<file path="config.mk">
export PLATFORM = sky130hd
export DESIGN_NAME = stack_ctl_flat
export DESIGN_NICKNAME = d
export VERILOG_FILES = /design/src/rtl/forthsuper_pkg.sv /design/src/rtl/stack_ctl_if.sv /design/src/rtl/stk_io.sv /design/src/rtl/stack3.sv /design/src/rtl/stack_ctl.sv /design/src/flat_wrapper.sv
export SDC_FILE = /design/constraint.sdc
export NUM_CORES = 2
export LEC_CHECK = 0
export ABC_AREA = 1
export BUFFER_PORTS_ARGS = -buffer_cell sky130_fd_sc_hd__buf_4
export CORE_MARGIN = 2
export CORE_UTILIZATION = 35
export CTS_CLUSTER_DIAMETER = 100
export DETAILED_ROUTE_END_ITERATION = 6
export GPL_ROUTABILITY_DRIVEN = 0
export MAX_ROUTING_LAYER = met4
export PLACE_DENSITY = 0.47
export REMOVE_ABC_BUFFERS = 1
export SYNTH_ARGS = -nofsm -noshare
export SYNTH_HDL_FRONTEND = slang
export SYNTH_SLANG_ARGS = --single-unit
</file>
<file path="constraint.sdc">
create_clock -name clk -period 13.77 [get_ports clk]
set_clock_uncertainty 0.05 [all_clocks]
set_input_delay 2.754 -clock clk [delete_from_list [all_inputs] [get_ports clk]]
set_output_delay 2.754 -clock clk [all_outputs]
set_load 0.02 [all_outputs]
</file>
<file path="src/rtl/forthsuper_pkg.sv">
`default_nettype none
// =====================================================================
// forthsuper_pkg : shared enums and helpers for the Forth stack blocks
// rev 1.0
// =====================================================================
package forthsuper_pkg;

  typedef enum logic [1:0] {
    SOP_READ = 2'd0,
    SOP_PUSH = 2'd1,
    SOP_POP  = 2'd2
  } stack_ops;

  typedef enum logic [3:0] {
    CMD_NOP  = 4'd0,
    CMD_PUSH = 4'd1,
    CMD_DROP = 4'd2,
    CMD_DUP  = 4'd3,
    CMD_SWAP = 4'd4,
    CMD_OVER = 4'd5,
    CMD_NIP  = 4'd6,
    CMD_ROT  = 4'd7,
    CMD_REPL = 4'd8,
    CMD_BIN  = 4'd9
  } stk_cmd;

  typedef enum logic [1:0] {
    ST_IDLE = 2'd0,
    ST_FILL = 2'd1,
    ST_ROTW = 2'd2
  } stk_state;

  // Minimum logical depth a command needs to be meaningful.
  function automatic logic [1:0] min_depth(input logic [3:0] c);
    case (c)
      CMD_DROP, CMD_DUP, CMD_REPL:          min_depth = 2'd1;
      CMD_SWAP, CMD_OVER, CMD_NIP, CMD_BIN: min_depth = 2'd2;
      CMD_ROT:                              min_depth = 2'd3;
      default:                              min_depth = 2'd0;
    endcase
  endfunction

endpackage
`default_nettype wire

</file>
<file path="src/rtl/stack_ctl_if.sv">
`default_nettype none
// =====================================================================
// stack_ctl_if : command port and memory monitor of stack_ctl
// rev 1.0
// =====================================================================
interface stack_ctl_if #(
  parameter int DEPTH = 64,
  parameter int DSZ   = 32
) ();
  localparam int DW = $clog2(DEPTH) + 1;

  logic           req;
  logic [3:0]     cmd;
  logic [DSZ-1:0] din;
  logic           rdy;
  logic [DSZ-1:0] tos;
  logic [DSZ-1:0] nos;
  logic [DW-1:0]  depth;
  logic           ovf;
  logic           udf;
  logic [1:0]     mem_op;
  logic [DSZ-1:0] mem_vi;
  logic [DSZ-1:0] mem_vo;
  logic           mem_en;

  modport master (output req, cmd, din,
                  input  rdy, tos, nos, depth, ovf, udf, mem_op, mem_vi, mem_vo, mem_en);
  modport slave  (input  req, cmd, din,
                  output rdy, tos, nos, depth, ovf, udf, mem_op, mem_vi, mem_vo, mem_en);
endinterface
`default_nettype wire

</file>
<file path="src/rtl/stk_io.sv">
`default_nettype none
// =====================================================================
// stk_io : port between stack_ctl and the stack3 memory
// rev 1.0
// =====================================================================
interface stk_io
  import forthsuper_pkg::*;
#(
  parameter int DSZ = 32
) ();
  stack_ops       op;
  logic           en;
  logic [DSZ-1:0] vi;
  logic [DSZ-1:0] vo;

  modport ctl (output op, en, vi, input vo);
  modport mem (input op, en, vi, output vo);
endinterface
`default_nettype wire

</file>
<file path="src/rtl/stack3.sv">
`default_nettype none
// =====================================================================
// stack3 : single-port circular EBR stack, registered read on POP
// rev 1.0
// =====================================================================
module stack3
  import forthsuper_pkg::*;
#(
  parameter int DEPTH = 64,
  parameter int DSZ   = 32
) (
  input  logic clk,
  input  logic rst,
  stk_io.mem   io
);
  localparam int AW = $clog2(DEPTH);

  // DEPTH must be a power of two so the pointer wraps onto the ring.
  logic [DSZ-1:0] cells [DEPTH];
  logic [AW-1:0]  sp;
  logic [AW-1:0]  sp_dec;
  logic [DSZ-1:0] vo;

  assign sp_dec = sp - AW'(1);
  assign io.vo  = vo;

  always_ff @(posedge clk or negedge rst) begin
    if (!rst) begin
      sp <= '0;
      vo <= '0;
    end else if (io.en) begin
      if (io.op == SOP_PUSH) begin
        sp <= sp + AW'(1);
      end else if (io.op == SOP_POP) begin
        sp <= sp_dec;
        vo <= cells[sp_dec];
      end
    end
  end

  always_ff @(posedge clk) begin
    if (io.en && io.op == SOP_PUSH) begin
      cells[sp] <= io.vi;
    end
  end

endmodule
`default_nettype wire

</file>
<file path="src/rtl/stack_ctl.sv">
`default_nettype none
// =====================================================================
// stack_ctl : Forth stack controller caching TOS/NOS over a stack3 EBR
// Optional macro STK_GUARD_EN: discard overflowing/underflowing commands
// rev 1.0
// =====================================================================
module stack_ctl
  import forthsuper_pkg::*;
#(
  parameter int DEPTH = 64,
  parameter int DSZ   = 32
) (
  input  logic       clk,
  input  logic       rst,
  stack_ctl_if.slave bus
);
  localparam int DW = $clog2(DEPTH) + 1;

  stk_state       state, state_nx;
  logic [DSZ-1:0] tos, nos, tmp;
  logic [DSZ-1:0] tos_nx, nos_nx, tmp_nx;
  logic [DW-1:0]  depth, depth_nx;
  logic           ovf, udf, ovf_nx, udf_nx;
  logic [3:0]     cmd;
  logic           accept, exec, grows, shrinks, rot;
  logic           over_hit, under_hit;
  stack_ops       mem_op;
  logic           mem_en;
  logic [DSZ-1:0] mem_vi;

  stk_io #(.DSZ(DSZ)) mio ();

  stack3 #(.DEPTH(DEPTH), .DSZ(DSZ)) u_stack3 (
    .clk (clk),
    .rst (rst),
    .io  (mio)
  );

  assign cmd    = bus.cmd;
  assign accept = bus.req && (state == ST_IDLE);

  always_comb begin
    grows   = 1'b0;
    shrinks = 1'b0;
    rot     = 1'b0;
    case (cmd)
      CMD_PUSH, CMD_DUP, CMD_OVER: grows   = 1'b1;
      CMD_DROP, CMD_NIP, CMD_BIN:  shrinks = 1'b1;
      CMD_ROT:                     rot     = 1'b1;
      default: ;
    endcase
  end

`ifdef STK_GUARD_EN
  assign over_hit  = grows && (depth == DW'(DEPTH));
  assign under_hit = depth < DW'(min_depth(cmd));
`else
  assign over_hit  = 1'b0;
  assign under_hit = 1'b0;
`endif

  assign exec = accept && !over_hit && !under_hit;

  always_comb begin
    state_nx = state;
    tos_nx   = tos;
    nos_nx   = nos;
    tmp_nx   = tmp;
    depth_nx = depth;
    ovf_nx   = ovf;
    udf_nx   = udf;
    mem_op   = SOP_READ;
    mem_en   = 1'b0;
    mem_vi   = nos;
    case (state)
      ST_IDLE: begin
        if (accept) begin
          ovf_nx = ovf | over_hit;
          udf_nx = udf | under_hit;
        end
        if (exec) begin
          // NOS spills even when it holds no valid item, keeping memory == depth.
          if (grows) begin
            mem_op   = SOP_PUSH;
            mem_en   = 1'b1;
            depth_nx = depth + DW'(1);
          end
          if (shrinks || rot) begin
            mem_op = SOP_POP;
            mem_en = 1'b1;
          end
          if (shrinks) begin
            depth_nx = depth - DW'(1);
          end
          case (cmd)
            CMD_PUSH: begin nos_nx = tos; tos_nx = bus.din; end
            CMD_DROP: begin tos_nx = nos; state_nx = ST_FILL; end
            CMD_DUP:  nos_nx = tos;
            CMD_SWAP: begin tos_nx = nos; nos_nx = tos; end
            CMD_OVER: begin tos_nx = nos; nos_nx = tos; end
            CMD_NIP:  state_nx = ST_FILL;
            CMD_ROT:  begin tmp_nx = nos; nos_nx = tos; state_nx = ST_ROTW; end
            CMD_REPL: tos_nx = bus.din;
            CMD_BIN:  begin tos_nx = bus.din; state_nx = ST_FILL; end
            default: ;
          endcase
        end
      end
      ST_FILL: begin
        nos_nx   = mio.vo;
        state_nx = ST_IDLE;
      end
      ST_ROTW: begin
        // Popped third cell becomes TOS while old NOS goes back underneath.
        tos_nx   = mio.vo;
        mem_op   = SOP_PUSH;
        mem_en   = 1'b1;
        mem_vi   = tmp;
        state_nx = ST_IDLE;
      end
      default: state_nx = ST_IDLE;
    endcase
  end

  always_ff @(posedge clk or negedge rst) begin
    if (!rst) begin
      state <= ST_IDLE;
      tos   <= '0;
      nos   <= '0;
      tmp   <= '0;
      depth <= '0;
      ovf   <= 1'b0;
      udf   <= 1'b0;
    end else begin
      state <= state_nx;
      tos   <= tos_nx;
      nos   <= nos_nx;
      tmp   <= tmp_nx;
      depth <= depth_nx;
      ovf   <= ovf_nx;
      udf   <= udf_nx;
    end
  end

  assign mio.op = mem_op;
  assign mio.en = mem_en;
  assign mio.vi = mem_vi;

  assign bus.rdy    = (state == ST_IDLE);
  assign bus.tos    = tos;
  assign bus.nos    = nos;
  assign bus.depth  = depth;
  assign bus.ovf    = ovf;
  assign bus.udf    = udf;
  assign bus.mem_op = mem_op;
  assign bus.mem_en = mem_en;
  assign bus.mem_vi = mem_vi;
  assign bus.mem_vo = mio.vo;

endmodule
`default_nettype wire

</file>
<file path="src/flat_wrapper.sv">
// flat-port wrapper written by rule: the top's interface ports become plain ports
module stack_ctl_flat import forthsuper_pkg::*;
#(
  parameter int DEPTH = 64,
  parameter int DSZ   = 32
)
  (clk, rst, bus_req, bus_cmd, bus_din, bus_rdy, bus_tos, bus_nos, bus_depth, bus_ovf, bus_udf, bus_mem_op, bus_mem_vi, bus_mem_vo, bus_mem_en);
  stack_ctl_if #(.DEPTH(DEPTH), .DSZ(DSZ)) bus_i ();
  input  logic clk;
  input  logic rst;
  input wire logic [$bits(bus_i.req)-1:0] bus_req;
  input wire logic [$bits(bus_i.cmd)-1:0] bus_cmd;
  input wire logic [$bits(bus_i.din)-1:0] bus_din;
  output wire logic [$bits(bus_i.rdy)-1:0] bus_rdy;
  output wire logic [$bits(bus_i.tos)-1:0] bus_tos;
  output wire logic [$bits(bus_i.nos)-1:0] bus_nos;
  output wire logic [$bits(bus_i.depth)-1:0] bus_depth;
  output wire logic [$bits(bus_i.ovf)-1:0] bus_ovf;
  output wire logic [$bits(bus_i.udf)-1:0] bus_udf;
  output wire logic [$bits(bus_i.mem_op)-1:0] bus_mem_op;
  output wire logic [$bits(bus_i.mem_vi)-1:0] bus_mem_vi;
  output wire logic [$bits(bus_i.mem_vo)-1:0] bus_mem_vo;
  output wire logic [$bits(bus_i.mem_en)-1:0] bus_mem_en;
  assign bus_i.req = bus_req;
  assign bus_i.cmd = bus_cmd;
  assign bus_i.din = bus_din;
  assign bus_rdy = bus_i.rdy;
  assign bus_tos = bus_i.tos;
  assign bus_nos = bus_i.nos;
  assign bus_depth = bus_i.depth;
  assign bus_ovf = bus_i.ovf;
  assign bus_udf = bus_i.udf;
  assign bus_mem_op = bus_i.mem_op;
  assign bus_mem_vi = bus_i.mem_vi;
  assign bus_mem_vo = bus_i.mem_vo;
  assign bus_mem_en = bus_i.mem_en;
  stack_ctl #(.DEPTH(DEPTH), .DSZ(DSZ)) u_core (.clk(clk), .rst(rst), .bus(bus_i));
endmodule
</file>
==> impl_metrics.json <==
{
  "ys_ff_latch": 2191,
  "hold_path.class": "reg2reg",
  "insertion_delay_ns": 0.87,
  "synth.cell_area_mm2": 0.0891,
  "syn_avg_cell_area_um2": 11.9,
  "drt-wirelength-per-cell_um": 26.8,
  "drv_slew": 0,
  "p_seq_frac": 0.339,
  "io_pins": 180,
  "ys_seq_area_frac": 0.730,
  "p_clk_frac": 0.240,
  "timing.fmax_ghz": 0.135,
  "cts-root-buf": "clkbuf_16",
  "setup_viol": 0,
  "p_int_uw": 14200,
  "grt.overflow.total": 0,
  "setup_tns_ns": 0,
  "syn_to_final_growth_pct": 14.3,
  "vdd_drop_max_mv": 0.278,
  "critPathMaxStageDelay_ns": 0.62,
  "drt_wl_total_um": 299000,
  "slowest_stage": "buf_4",
  "path_class": "in2out",
  "relSlewSlack": 0.189,
  "period_minus_slack_ns": 7.43,
  "status": "completed",
  "critPathMaxFanout": 65,
  "synth_enable_flop_cells": 2048,
  "fin_nets": 7640,
  "power.switching_uw": 11100,
  "crit_top_cell": "buf_4",
  "multi_input_area_mm2": 0.0222,
  "yosysTopAreaCell": "edfxtp_1",
  "postSynthCellCount": 7516,
  "drc": 0,
  "grt_max_degree": 191,
  "vias_per_cell": 5.27,
  "cp_cell_sequence": "buf_4 > inv_2 > nand3_1 > nor2_1 > nand2_2 > buf_4 > inv_2 > nor2_8 > inv_1 > buf_4",
  "cts_num_sinks": 2191,
  "layout_commonest_cell": "nand2_1",
  "clkTransAtPathRegs_ns": 0.06,
  "dieHeight_um": 509,
  "drive_above_1_share": 0.107,
  "drtAntennaViolNets": 0,
  "worst_ep_arrival_time_ns": 4.63,
  "ff_latch_area_mm2": 0.0651,
  "cp-startpoint": "bus_cmd[3]",
  "reg2reg_depth": 12,
  "cts_tree": "yes",
  "layout_common_cells": "nand2_1, nand3_1, edfxtp_1, buf_4, clkbuf_16",
  "firstDrtPassIters": 5,
  "synth-main-ff-cell": "edfxtp_1",
  "grt_pass1_wl_um": 423000,
  "critical_path.endpoint": "bus_mem_op[1]",
  "timing.rr.end": "u_core.u_stack3.io.vo[6]",
  "antenna_found_initial": 13,
  "ctsResizeCount": 0,
  "async_reset_ff_frac": 0.0653,
  "synth_warnings": 0,
  "post-route-period-util": 0.540,
  "clockBufferDepth": 3,
  "final_hold_viol_count": 0,
  "hold_ws_ns": 0.429,
  "htree_levels": 4,
  "grt_use_total": 0.234,
  "ys_types": 43,
  "tightest_slew_ns": 1.21,
  "swShare": 0.439,
  "die-area_mm2": 0.259,
  "rrSetupSlack_ns": 8.06,
  "ctsHoldBuffers": 0,
  "grt_pass1_vias": 55500,
  "initial_utilization": 0.351,
  "rsz0062_at_grt": "no",
  "cts-buffers-inserted": 234,
  "combinationalPowerShare": 0.421,
  "p_per_area_mw_per_mm2": 248,
  "p_leak_uw": 0.0356,
  "crit_path_start_kind": "input pin",
  "post-cts-setup-buffers": 0,
  "synthTopCellsByArea": "edfxtp_1, nand3_1, nand2_1",
  "r2r-start": "u_core.u_stack3.sp[0]",
  "die-width_um": 509,
  "rows": 185,
  "fill_cells": 24100,
  "yosysTopAreaCellShare": 0.690,
  "dp_hpwl_um": 175000,
  "drtIter0Drc": 6276,
  "vias": 58800,
  "io_buffers": 177,
  "fp.coreArea_mm2": 0.254,
  "maxCapViolCount": 0,
  "required_ns": 10.97,
  "crit_path_end_kind": "output port"
}
## sequential cells by signal (all words and copies together), names as in the netlist
signal	flops
u_core.u_stack3.cells	2048
u_core.bus.nos	32
u_core.bus.tos	32
u_core.tmp	32
u_core.u_stack3.io.vo	32
u_core.bus.depth	7
u_core.u_stack3.sp	6
u_core.state	2
## layer usage
metal  global-route usage  vias to the layer above  part of all wire
li1                     -                    26900                 -
met1                0.315                    29600              0.43
met2                0.369                     1903              0.48
met3               0.0301                      379             0.058
met4               0.0751                        0             0.034
met5                    -                        -                 0
## worst min-delay path by stage
stage | cells past startpoint | startpoint | to | slack [ns]
3_5_place_dp | 2 | u_core.tmp[6] | u_core.tmp[6] | 0.42
6_report | 2 | u_core.tmp[20] | u_core.tmp[20] | 0.43
5_1_grt | 2 | u_core.tmp[24] | u_core.tmp[24] | 0.46
2_1_floorplan | 2 | u_core.tmp[0] | u_core.tmp[0] | 0.40
3_3_place_gp | 2 | u_core.tmp[6] | u_core.tmp[6] | 0.42
4_1_cts | 2 | u_core.tmp[24] | u_core.tmp[24] | 0.44
## final cells by class
type,count,share of cell area
Clock buffer,325,0.0630
Timing Repair Buffer,346,0.0269
Tap cell,3366,0.0414
Clock inverter,106,0.00847
Inverter,65,0.00263
Antenna cell,6,0.000147
Multi-Input combinational cell,4753,0.218
Sequential cell,2191,0.639
## stage by stage
stage | instance area (um2) | utilization | total power, uW | std cells | setup WS (ns)
global route | 102000 | 0.401 | 26400 | 11200 | 6.20
global placement | 94500 | 0.373 | 19400 | 10700 | 6.29
CTS | 102000 | 0.401 | 25500 | 11200 | 6.30
finish | 102000 | 0.401 | 25300 | 11200 | 6.34
floorplan | 86600 | - | 15600 | 7009 | -63.83
detailed placement | 94500 | 0.373 | 19400 | 10700 | 6.31
## cells by family after synthesis
kind of cell / share of synthesized area
AND/OR/NAND/NOR: 0.221
flip-flops: 0.730
buffers and inverters: 0.0308
AO/OA/AOI/OAI: 0.0114
multiplexers: 0.00404
adder cells (fa/ha/maj): 0.00149
XOR/XNOR: 0.00107
other: 0.0000421
## synth_stat cells, types with 3 or more instances
cell type,number
clkbuf_1,85
nand2_4,6
nand3_1,2063
buf_1,14
buf_6,5
o21ai_2,3
o21ai_1,3
a31oi_1,32
nand4_1,6
edfxtp_1,2048
a21oi_1,10
nor3_1,7
nand2_1,2309
mux2_2,30
inv_2,12
inv_1,51
buf_4,18
o21ai_0,133
nor2_1,109
xor2_1,7
nand2_2,3
dfrtp_1,143
ha_1,9
buf_2,386
## worst max-delay path: cells and delay by family
kind / cells / cell delay, ns
simple gates: 4 / 0.46
buf+inv: 6 / 1.39
## power by group through the flow
| stage | registers, uW | clock network [uW] | logic (uW) |
|---|---|---|---|
| after floorplan | 9110 | 0 | 6500 |
| after global placement | 8700 | 0 | 10700 |
| after detailed placement | 8710 | 0 | 10700 |
| after CTS | 8570 | 6160 | 10700 |
| after global routing | 8590 | 6420 | 11400 |
| final | 8570 | 6060 | 10600 |
Power figures use the tool's default switching activity.
